[src/rtl/mouse_setup_ctrl_if.sv]
// Value bus, write strobes and request inputs of the mouse setup sequencer.
// master = sequencer side, slave = mouse core / game logic side.
interface mouse_setup_ctrl_if;
   logic        recenter_req;
   logic        warp_req;
   logic [11:0] warp_x;
   logic [11:0] warp_y;
   logic [11:0] value;
   logic        setmax_x;
   logic        setmax_y;
   logic        setx;
   logic        sety;
   logic        ready;
   logic        done;

   modport master (
      input  recenter_req, warp_req, warp_x, warp_y,
      output value, setmax_x, setmax_y, setx, sety, ready, done
   );

   modport slave (
      output recenter_req, warp_req, warp_x, warp_y,
      input  value, setmax_x, setmax_y, setx, sety, ready, done
   );
endinterface

[src/rtl/mouse_setup_ctrl.sv]
// Programs PS/2 mouse core bounds/centre after reset, then serves recentre/warp.
// Optional MOUSE_WARP_CLAMP_EN clamps captured warp targets to the screen.
module mouse_setup_ctrl #(
   parameter int SCREEN_W    = 1024,
   parameter int SCREEN_H    = 768,
   parameter int INIT_CYCLES = 4,
   parameter int GAP_CYCLES  = 2
) (
   input  logic               clk,
   input  logic               rst,
   mouse_setup_ctrl_if.master bus
);

   localparam int CW = 16;
   localparam logic [11:0] MAX_X = 12'(SCREEN_W - 1);
   localparam logic [11:0] MAX_Y = 12'(SCREEN_H - 1);
   localparam logic [11:0] CEN_X = 12'(SCREEN_W / 2);
   localparam logic [11:0] CEN_Y = 12'(SCREEN_H / 2);

   typedef enum logic [2:0] {
      INIT, WR_MAXX, WR_MAXY, WR_X, WR_Y, GAP, IDLE
   } state_e;

   state_e state_q, state_d, nxt_q, nxt_d, tgt;
   logic [CW-1:0] cnt_q, cnt_d;
   logic pend_q, pend_d, seq_q, seq_d;
   logic [11:0] px_q, px_d, py_q, py_d;
   logic [11:0] tx_q, tx_d, ty_q, ty_d;
   logic [11:0] value_q, value_d;
   logic smx_q, smx_d, smy_q, smy_d;
   logic sx_q, sx_d, sy_q, sy_d;
   logic ready_q, ready_d, done_q, done_d;
   logic adv, start, req_any;
   logic [11:0] warp_xc, warp_yc, req_x, req_y;

`ifdef MOUSE_WARP_CLAMP_EN
   assign warp_xc = (bus.warp_x > MAX_X) ? MAX_X : bus.warp_x;
   assign warp_yc = (bus.warp_y > MAX_Y) ? MAX_Y : bus.warp_y;
`else
   assign warp_xc = bus.warp_x;
   assign warp_yc = bus.warp_y;
`endif

   // Recentre wins over a simultaneous warp.
   assign req_any = bus.recenter_req | bus.warp_req;
   assign req_x   = bus.recenter_req ? CEN_X : warp_xc;
   assign req_y   = bus.recenter_req ? CEN_Y : warp_yc;

   always_comb begin
      state_d = state_q;
      nxt_d   = nxt_q;
      cnt_d   = cnt_q;
      pend_d  = pend_q;
      seq_d   = seq_q;
      px_d    = px_q;
      py_d    = py_q;
      tx_d    = tx_q;
      ty_d    = ty_q;
      value_d = value_q;
      done_d  = 1'b0;
      adv     = 1'b0;
      start   = 1'b0;
      tgt     = IDLE;

      unique case (state_q)
         INIT: begin
            if (cnt_q == CW'(INIT_CYCLES)) state_d = WR_MAXX;
            else cnt_d = cnt_q + CW'(1);
         end
         WR_MAXX: begin
            adv = 1'b1;
            tgt = WR_MAXY;
         end
         WR_MAXY: begin
            adv  = 1'b1;
            tgt  = WR_X;
            tx_d = CEN_X;
            ty_d = CEN_Y;
         end
         WR_X: begin
            adv = 1'b1;
            tgt = WR_Y;
         end
         WR_Y: begin
            adv = 1'b1;
            tgt = IDLE;
         end
         GAP: begin
            if (cnt_q + CW'(1) >= CW'(GAP_CYCLES)) state_d = nxt_q;
            else cnt_d = cnt_q + CW'(1);
         end
         IDLE: start = req_any | pend_q;
         default: state_d = INIT;
      endcase

      if (adv) begin
         if (GAP_CYCLES == 0) begin
            state_d = tgt;
         end else begin
            state_d = GAP;
            cnt_d   = '0;
            nxt_d   = tgt;
         end
      end

      // A fresh request beats a stale slot entry when both are present.
      if (start) begin
         state_d = WR_X;
         seq_d   = 1'b1;
         pend_d  = 1'b0;
         tx_d    = req_any ? req_x : px_q;
         ty_d    = req_any ? req_y : py_q;
      end else if (req_any) begin
         pend_d = 1'b1;
         px_d   = req_x;
         py_d   = req_y;
      end

      if (state_d == IDLE && state_q != IDLE) begin
         done_d = seq_q;
         seq_d  = 1'b0;
      end

      ready_d = (state_d == IDLE) && !pend_d;
      smx_d   = (state_d == WR_MAXX);
      smy_d   = (state_d == WR_MAXY);
      sx_d    = (state_d == WR_X);
      sy_d    = (state_d == WR_Y);

      unique case (state_d)
         WR_MAXX: value_d = MAX_X;
         WR_MAXY: value_d = MAX_Y;
         WR_X:    value_d = tx_d;
         WR_Y:    value_d = ty_d;
         default: value_d = value_q;
      endcase
   end

   always_ff @(posedge clk) begin
      if (rst) begin
         state_q <= INIT;
         nxt_q   <= IDLE;
         cnt_q   <= '0;
         pend_q  <= 1'b0;
         seq_q   <= 1'b0;
         px_q    <= '0;
         py_q    <= '0;
         tx_q    <= '0;
         ty_q    <= '0;
         value_q <= '0;
         smx_q   <= 1'b0;
         smy_q   <= 1'b0;
         sx_q    <= 1'b0;
         sy_q    <= 1'b0;
         ready_q <= 1'b0;
         done_q  <= 1'b0;
      end else begin
         state_q <= state_d;
         nxt_q   <= nxt_d;
         cnt_q   <= cnt_d;
         pend_q  <= pend_d;
         seq_q   <= seq_d;
         px_q    <= px_d;
         py_q    <= py_d;
         tx_q    <= tx_d;
         ty_q    <= ty_d;
         value_q <= value_d;
         smx_q   <= smx_d;
         smy_q   <= smy_d;
         sx_q    <= sx_d;
         sy_q    <= sy_d;
         ready_q <= ready_d;
         done_q  <= done_d;
      end
   end

   assign bus.value    = value_q;
   assign bus.setmax_x = smx_q;
   assign bus.setmax_y = smy_q;
   assign bus.setx     = sx_q;
   assign bus.sety     = sy_q;
   assign bus.ready    = ready_q;
   assign bus.done     = done_q;

endmodule

[src/flat_wrapper.sv]
// flat-port wrapper written by rule: the top's interface ports become plain ports
module mouse_setup_ctrl_flat 
#(
   parameter int SCREEN_W    = 1024,
   parameter int SCREEN_H    = 768,
   parameter int INIT_CYCLES = 4,
   parameter int GAP_CYCLES  = 2
)
  (clk, rst, bus_recenter_req, bus_warp_req, bus_warp_x, bus_warp_y, bus_value, bus_setmax_x, bus_setmax_y, bus_setx, bus_sety, bus_ready, bus_done);
  mouse_setup_ctrl_if bus_i ();
  input  logic clk;
  input  logic rst;
  input wire logic [$bits(bus_i.recenter_req)-1:0] bus_recenter_req;
  input wire logic [$bits(bus_i.warp_req)-1:0] bus_warp_req;
  input wire logic [$bits(bus_i.warp_x)-1:0] bus_warp_x;
  input wire logic [$bits(bus_i.warp_y)-1:0] bus_warp_y;
  output wire logic [$bits(bus_i.value)-1:0] bus_value;
  output wire logic [$bits(bus_i.setmax_x)-1:0] bus_setmax_x;
  output wire logic [$bits(bus_i.setmax_y)-1:0] bus_setmax_y;
  output wire logic [$bits(bus_i.setx)-1:0] bus_setx;
  output wire logic [$bits(bus_i.sety)-1:0] bus_sety;
  output wire logic [$bits(bus_i.ready)-1:0] bus_ready;
  output wire logic [$bits(bus_i.done)-1:0] bus_done;
  assign bus_i.recenter_req = bus_recenter_req;
  assign bus_i.warp_req = bus_warp_req;
  assign bus_i.warp_x = bus_warp_x;
  assign bus_i.warp_y = bus_warp_y;
  assign bus_value = bus_i.value;
  assign bus_setmax_x = bus_i.setmax_x;
  assign bus_setmax_y = bus_i.setmax_y;
  assign bus_setx = bus_i.setx;
  assign bus_sety = bus_i.sety;
  assign bus_ready = bus_i.ready;
  assign bus_done = bus_i.done;
  mouse_setup_ctrl #(.SCREEN_W(SCREEN_W), .SCREEN_H(SCREEN_H), .INIT_CYCLES(INIT_CYCLES), .GAP_CYCLES(GAP_CYCLES)) u_core (.clk(clk), .rst(rst), .bus(bus_i));
endmodule
[config.mk]
export PLATFORM = sky130hd
export DESIGN_NAME = mouse_setup_ctrl_flat
export DESIGN_NICKNAME = d
export VERILOG_FILES = /design/src/rtl/mouse_setup_ctrl_if.sv /design/src/rtl/mouse_setup_ctrl.sv /design/src/flat_wrapper.sv
export SDC_FILE = /design/constraint.sdc
export NUM_CORES = 1
export LEC_CHECK = 0
export CORE_MARGIN = 3
export CORE_UTILIZATION = 57
export DETAILED_ROUTE_END_ITERATION = 7
export DONT_BUFFER_PORTS = 1
export GPL_TIMING_DRIVEN = 0
export PLACE_DENSITY = 0.84
export SYNTH_ARGS = -nofsm -noshare
export SYNTH_HDL_FRONTEND = slang
export SYNTH_SLANG_ARGS = --single-unit
[constraint.sdc]
create_clock -name clk -period 2.72 [get_ports clk]
set_input_delay 0.544 -clock clk [delete_from_list [all_inputs] [get_ports clk]]
set_output_delay 0.544 -clock clk [all_outputs]
set_load 0.005 [all_outputs]
==> results by group, run 1 <==
Run status
  – Status: finished with violations
  – Failing checks: setup timing

Clock tree
  – H-Tree Depth: 3
  – CTS tree: done
  – Hold bufs inserted after CTS: 0
  – Worst-path clk slew: 0.09 ns
  – Clock Sinks: 90
  – CTS Root Cell: clkbuf_8
  – Worst-Skew Late Latency: 0.37 ns
  – Clk buf depth: 2
  – CTS Buf Count: 9

Critical path
  – CP arrival: 3.12 ns
  – Slowest cell on crit path: nor3_1
  – Crit path kind: flip-flop to flip-flop
  – CP max stage delay: 0.44 ns
  – CP endpoint kind: flip-flop
  – Crit start category: flip-flop
  – R2R Setup Slk: -0.14 ns
  – Required time of the critical path: 2.97 ns
  – Worst path cell trace: buf_4 -> nor3_1 -> a31oi_1 -> nor3_2 -> nand4_1 -> o21ai_4 -> nor3_4 -> or3_4 -> buf_8 -> o221a_1
  – Worst r2r dst: u_core.bus.value[6]$_SDFFE_PP0P_
  – Setup crit end: u_core.bus.value[6]$_SDFFE_PP0P_
  – Critical Path Start: u_core.cnt_q[10]$_SDFFE_PP0P_
  – R2r startpoint: u_core.cnt_q[10]$_SDFFE_PP0P_
  – Worst reg-to-reg path cell count: 10
  – Critical-path maximum fanout: 10

Place
  – Area after DPL: 4560 um2
  – Pre-CTS WS: -0.561 ns
  – Placed Cells: 641
  – # port buffers: 0
  – GPL Wtd Cong: 0.868
  – Final HPWL from detailed placement: 7.86 mm

Logic synthesis
  – Ys async rst share: 0
  – YS warnings: 0
  – Avg Cell Area, Syn: 8.16 um2
  – Mapped Area: 4420 um2
  – Mapped Nets: 573
  – Sequential-to-total area share from yosys stat: 0.408
  – Post-synth top area cell: dfxtp_1
  – Yosys cell types: 57
  – Number of synthesized flops with an enable pin: 0
  – Yosys top cell area share: 0.408
  – Post-Syn Instances: 542
  – #FFs+latches synth: 90
  – Ys flop type: dfxtp_1
  – Top post-synthesis cells by area: dfxtp_1 (41%), nand2_1 (7.0%), a21oi_1 (5.8%)

Finish
  – Most common cell after layout, fill and taps aside: nand2_1
  – Fin cells: 677
  – Finished Cell Area: 5160 um2
  – Final Util: 0.701
  – Area delta synth->final: 16.8%
  – Most frequent cells in the layout: nand2_1 (82), dfxtp_1 (81), nor2_1 (63)
  – Share of layout cells above drive strength 1: 0.168
  – Nets: 604
  – Antenna cells: 0

Pwr
  – Comb power frac: 0.247
  – Internal power: 2.17 mW
  – Switch share: 0.316
  – P_sw: 1.00 mW
  – Leak: 1.94 nW
  – Sequential Power Share: 0.456
  – Clock power frac: 0.297
  – VDD IR max: 0.000435 V
  – Pwr Total: 3.17 mW
  – PD cells: 614 nW/um2

Floorplan
  – Cell Rows: 31
  – IO Count: 46
  – Die X: 94.1 um
  – Core Area: 7370 um2
  – Initial core utilization: 0.600
  – DIE AREA: 8850 um2
  – Die Ht: 94.1 um

GRT
  – Largest net degree at the start of global routing: 17
  – Total grt overflow: 0
  – Total GRT Usage: 0.273
  – Vias in the first global route: 3831
  – Antenna violations before repair: 0
  – First-pass GRT wire length: 18.8 mm

Drt
  – WL/cell: 18.3 um
  – Initial DRC Count: 468
  – Via Count: 4257
  – Final wirelength: 12.4 mm
  – DRT antenna net count: 0
  – Via/cell ratio: 6.29
  – Drt pass-1 iters: 5
  – # DRC: 0

Timing
  – Setup violations, final: 13
  – Crit share post-route: 1.05
  – Final setup margin: -0.144 ns
  – Unrepaired setup endpoints after global routing: true
  – Max Freq: 349 MHz
  – WHS: 0.457 ns
  – Crit path time final: 2.86 ns
  – Relative slew slack: 0.485
  – Max Clock Skew: 0.0109 ns
  – Max Slew Vio Count: 0
  – Worst Max-Slew Pin Slew: 0.769 ns
  – TNS Setup: -1.47 ns
  – Hold Vio Cnt, Final: 0

Flow run
  – Max-cap violations: 0

Worst hold path
  – Worst min-delay path class: flip-flop to flip-flop
==> repair_timing <==
action / 4_1_cts / 5_1_grt
pin swaps: 12 / 11
buffers inserted: 12 / 10
endpoints found under the setup margin: 40 / 38
gates cloned: 0 / 0
resized for setup: 43 / 19
==> flip-flops by register name, summed over array words and instances (netlist names), 3 cells and up <==
signal / cells
u_core.state_q: 3
u_core.ty_q: 12
u_core.py_q: 12
u_core.tx_q: 12
u_core.cnt_q: 16
u_core.bus.value: 12
u_core.nxt_q: 3
u_core.px_q: 12
==> cell usage after synthesis (3+ instances only) <==
cell type and instances:
a211oi_1 6, and3_1 13, o221a_1 10, nor4_1 4
nand4_1 4, clkbuf_1 29, or3_1 5, nand3_1 15
o211ai_1 6, a21oi_1 51, o2111ai_1 5, dfxtp_1 90
nor2b_1 5, or2_2 3, o31ai_1 3, mux2i_1 23
o311ai_1 3, buf_2 8, nor3_1 13, xor2_1 7
ha_1 3, and2_1 11, buf_4 4, xnor2_1 9
a31oi_1 4, buf_1 4, nor2_1 63, inv_1 10
o21a_1 3, o21ai_0 17, nand2_1 82
==> worst max-delay path, delay by kind of cell, from the launching register on <==
kind,cells,cell delay [ns]
and+or+nand+nor,5,1.43
buffers and inverters,2,0.31
AOI/OAI and AO/OA,3,0.71
DFF,1,0.30
==> logic make-up (layout without fill, tap and decap cells) <==
group,count (synthesis),in the layout,share of synthesized area
fa+ha+maj,3,3,0.00849
flops,90,90,0.408
compound gates,121,121,0.185
buf+inv,56,92,0.0549
xor+xnor,16,16,0.0317
simple gates,233,233,0.260
mux,23,23,0.0521
==> cell type report <==
cell class              count  area, um2
multi-input cells         396       2560
clock inverters             6       71.3
well taps                  99        124
flip-flops and latches     90       1820
clock buffers              10        128
repair buffers             22        178
inverters                  10       37.5
plain buffers              44        245
fillers                   528       2200
==> power groups by stage <==
stage | Combinational, mW | Clock [mW] | Sequential, mW
global placement | 0.589 | 0 | 1.46
detailed placement | 0.606 | 0 | 1.46
global route | 0.848 | 0.988 | 1.45
finish | 0.783 | 0.942 | 1.45
floorplan | 0.482 | 0 | 1.45
CTS | 0.719 | 0.947 | 1.44
==> per-layer routing <==
metal | up-vias | global-route usage | routed length, um
li1 | 1968 | - | -
met1 | 1999 | 0.360 | 5090
met2 | 244 | 0.426 | 5600
met3 | 46 | 0.0617 | 1250
met4 | 0 | 0.120 | 444
met5 | - | 0 | 0
==> how the worst min path moves through the flow <==
stage	start	endpoint	slack [ns]	cells past startpoint
4_1_cts	u_core.py_q[6]$_SDFFE_PP0N_	u_core.py_q[6]$_SDFFE_PP0N_	0.46	2
3_5_place_dp	u_core.py_q[6]$_SDFFE_PP0N_	u_core.py_q[6]$_SDFFE_PP0N_	0.44	2
5_1_grt	u_core.py_q[6]$_SDFFE_PP0N_	u_core.py_q[6]$_SDFFE_PP0N_	0.47	2
6_report	u_core.py_q[11]$_SDFFE_PP0N_	u_core.py_q[11]$_SDFFE_PP0N_	0.46	2
2_1_floorplan	u_core.py_q[10]$_SDFFE_PP0N_	u_core.py_q[10]$_SDFFE_PP0N_	0.43	2
3_3_place_gp	u_core.px_q[3]$_SDFFE_PP0N_	u_core.px_q[3]$_SDFFE_PP0N_	0.44	2
No activity file was read; power rests on OpenSTA's default activity.
==> run 2: changes to the inputs <==
Settings changed: CORE_ASPECT_RATIO set to 0.5.
==> run 2 against run 1 <==
Against the previous run: the run still ends with setup timing left; die area up 0.72%; largest cell class unchanged; cell count down 0.44%; highest routed layer unchanged; first-iteration DRC count up 15%; clock skew down 0.0015 ns; sequential cell count unchanged; non-clock buffer count up 4; via count about the same; critical path depth unchanged.
==> results by group, run 2 (synthesized netlist as in run 1, its figures left out) <==
Critical path
  – Worst path cell trace: buf_6 -> nand4_4 -> nor3_1 -> mux2i_1 -> o221ai_4 -> o21ai_2 -> a21oi_1 -> or3_4 -> buf_8 -> o221a_1 (was buf_4 -> nor3_1 -> a31oi_1 -> nor3_2 -> nand4_1 -> o21ai_4 -> nor3_4 -> or3_4 -> buf_8 -> o221a_1)
  – Crit start category: flip-flop (unchanged)
  – R2R Setup Slk: -0.08 ns (was -0.14 ns)
  – R2r startpoint: u_core.cnt_q[5]$_SDFFE_PP0P_ (was u_core.cnt_q[10]$_SDFFE_PP0P_)
  – Crit path kind: flip-flop to flip-flop (unchanged)
  – CP max stage delay: 0.43 ns (was 0.44 ns)
  – CP arrival: 3.04 ns (was 3.12 ns)
  – Slowest cell on crit path: or3_4 (was nor3_1)
  – Worst r2r dst: u_core.bus.value[1]$_SDFFE_PP0P_ (was u_core.bus.value[6]$_SDFFE_PP0P_)
  – CP endpoint kind: flip-flop (unchanged)
  – Required time of the critical path: 2.95 ns (was 2.97 ns)
  – Worst reg-to-reg path cell count: 10 (unchanged)
  – Critical-path maximum fanout: 7 (was 10)

Timing
  – Setup violations, final: 12 (was 13)
  – Crit share post-route: 1.03 (was 1.05)
  – Final setup margin: -0.0836 ns (was -0.144 ns)
  – Unrepaired setup endpoints after global routing: true (unchanged)
  – Max Slew Vio Count: 0 (unchanged)
  – Hold Vio Cnt, Final: 0 (unchanged)
  – Relative slew slack: 0.500 (was 0.485)
  – Max Clock Skew: 0.00934 ns (was 0.0109 ns)
  – Max Freq: 357 MHz (was 349 MHz)
  – Worst Max-Slew Pin Slew: 0.742 ns (was 0.769 ns)
  – Crit path time final: 2.80 ns (was 2.86 ns)
  – WHS: 0.450 ns (was 0.457 ns)

Pwr
  – PD cells: 703 nW/um2 (was 614 nW/um2)
  – Sequential Power Share: 0.381 (was 0.456)
  – Internal power: 2.72 mW (was 2.17 mW)
  – Switch share: 0.286 (was 0.316)
  – Leak: 2.05 nW (was 1.94 nW)
  – Comb power frac: 0.225 (was 0.247)
  – Clock power frac: 0.393 (was 0.297)
  – VDD IR max: 0.000382 V (was 0.000435 V)
  – P_sw: 1.09 mW (was 1.00 mW)

Clock tree
  – Clock Sinks: 90 (unchanged)
  – H-Tree Depth: 3 (unchanged)
  – CTS Buf Count: 9 (unchanged)
  – CTS Root Cell: clkbuf_16 (was clkbuf_8)
  – Clk buf depth: 2 (unchanged)
  – Worst-path clk slew: 0.07 ns (was 0.09 ns)
  – Worst-Skew Late Latency: 0.35 ns (was 0.37 ns)
  – CTS tree: done (unchanged)
  – Hold bufs inserted after CTS: 0 (unchanged)

Floorplan
  – Core Area: 7090 um2 (was 7370 um2)
  – IO Count: 46 (unchanged)
  – Die Ht: 68.3 um (was 94.1 um)
  – DIE AREA: 8910 um2 (was 8850 um2)
  – Die X: 131 um (was 94.1 um)
  – Cell Rows: 21 (was 31)
  – Initial core utilization: 0.623 (was 0.600)

Place
  – Final HPWL from detailed placement: 7.70 mm (was 7.86 mm)
  – # port buffers: 0 (unchanged)
  – GPL Wtd Cong: 0.867 (was 0.868)

Drt
  – DRT antenna net count: 0 (unchanged)
  – # DRC: 0 (unchanged)
  – WL/cell: 19.3 um (was 18.3 um)
  – Via Count: 4261 (was 4257)
  – Final wirelength: 13.0 mm (was 12.4 mm)
  – Initial DRC Count: 536 (was 468)
  – Drt pass-1 iters: 5 (unchanged)
  – Via/cell ratio: 6.32 (was 6.29)

Finish
  – Most frequent cells in the layout: nand2_1 (81), dfxtp_1 (79), nor2_1 (63) (was nand2_1 (82), dfxtp_1 (81), nor2_1 (63))
  – Antenna cells: 0 (unchanged)
  – Area delta synth->final: 22.6% (was 16.8%)
  – # fillers: 451 (was 528)
  – Share of layout cells above drive strength 1: 0.194 (was 0.168)
  – Final Util: 0.764 (was 0.701)
  – Most flops, register: u_core.cnt_q (unchanged)
  – Max reg flops: 16 (unchanged)
  – Nets: 608 (was 604)
  – Most common cell after layout, fill and taps aside: nand2_1 (unchanged)

Flow run
  – Max-cap violations: 0 (unchanged)

GRT
  – Largest net degree at the start of global routing: 17 (unchanged)
  – Vias in the first global route: 3704 (was 3831)
  – Total GRT Usage: 0.269 (was 0.273)
  – Total grt overflow: 0 (unchanged)
  – Antenna violations before repair: 0 (unchanged)
  – First-pass GRT wire length: 18.6 mm (was 18.8 mm)

Worst hold path
  – Worst min-delay path class: flip-flop to flip-flop (unchanged)
  – WHS Path Cells: 2 (unchanged)
  – Worst Hold End: u_core.px_q[6]$_SDFFE_PP0N_ (was u_core.py_q[11]$_SDFFE_PP0N_)
  – HP Start: u_core.px_q[6]$_SDFFE_PP0N_ (was u_core.py_q[11]$_SDFFE_PP0N_)

Run status
  – Failing checks: setup timing (unchanged)
  – Status: finished with violations (unchanged)
## run 2: cell types whose count changed in the layout (fill, tap and decap cells not counted), sizes merged
cell,before,now
clkinvlp,2,0
buf,36,41
clkbuf,40,39
bufinv,1,3
## run 2: final cells by class
| class | instances | area [um2] | share of cell area |
|---|---|---|---|
| Timing Repair Buffer | 26 | 219 | 0.0404 |
| Inverter | 10 | 37.5 | 0.00693 |
| Buffer | 44 | 243 | 0.0448 |
| Tap cell | 92 | 115 | 0.0212 |
| Clock inverter | 6 | 119 | 0.0219 |
| Sequential cell | 90 | 1820 | 0.336 |
| Multi-Input combinational cell | 396 | 2620 | 0.484 |
| Clock buffer | 10 | 239 | 0.0441 |
## run 2: worst max-delay path by stage
stage,slack (ns),endpoint,depth (start not counted),startpoint
3_5_place_dp,-0.42,u_core.py_q[2]$_SDFFE_PP0N_,8,bus_warp_req
4_1_cts,-0.04,u_core.bus.value[1]$_SDFFE_PP0P_,11,u_core.cnt_q[5]$_SDFFE_PP0P_
3_3_place_gp,-0.43,u_core.py_q[9]$_SDFFE_PP0N_,8,bus_warp_req
5_1_grt,-0.20,u_core.bus.value[1]$_SDFFE_PP0P_,11,u_core.cnt_q[4]$_SDFFE_PP0P_
6_report,-0.08,u_core.bus.value[1]$_SDFFE_PP0P_,10,u_core.cnt_q[5]$_SDFFE_PP0P_
2_1_floorplan,0.01,u_core.bus.value[0]$_SDFFE_PP0P_,11,u_core.cnt_q[0]$_SDFFE_PP0P_
## run 2: timing repair
action | 4_1_cts | 5_1_grt
pin swaps | 10 | 17
setup endpoints to repair | 40 | 39
buffers inserted | 12 | 13
gates resized for setup | 37 | 44
cloned | 1 | 0
## run 2: metal layers
metal  up-vias  track usage  wire (um)
li1       1972            -          -
met1      2002        0.338       5390
met2       238        0.457       6080
met3        49       0.0733       1090
met4         0       0.0846        455
met5         -            0          0
## run 2: stage by stage
stage / instances / cell area [um2] / worst slack [ns] / total power, mW / setup TNS, ns
3_5_place_dp: 634 / 4550 / -0.419 / 2.05 / -14.70
2_1_floorplan: 542 / 4430 / 0.0129 / 1.93 / 0
3_3_place_gp: 634 / 4550 / -0.427 / 2.04 / -14.25
6_report: 674 / 5420 / -0.0836 / 3.81 / -0.660
5_1_grt: 674 / 5420 / -0.199 / 3.93 / -2.07
4_1_cts: 663 / 5160 / -0.0446 / 3.68 / -0.337
## run 2: power by group through the flow
stage / Clock [mW] / Sequential (mW) / Combinational, mW
6_report: 1.50 / 1.45 / 0.858
5_1_grt: 1.56 / 1.46 / 0.912
4_1_cts: 1.49 / 1.45 / 0.745
3_5_place_dp: 0 / 1.46 / 0.595
3_3_place_gp: 0 / 1.46 / 0.582
2_1_floorplan: 0 / 1.45 / 0.482
## run 2: worst max-delay path, delay by kind of cell, from the launching register on
family | cells | cell delay [ns]
flip-flops | 1 | 0.33
multiplexers | 1 | 0.32
AND/OR/NAND/NOR | 3 | 0.95
AO/OA/AOI/OAI | 4 | 0.79
buffers and inverters | 2 | 0.30
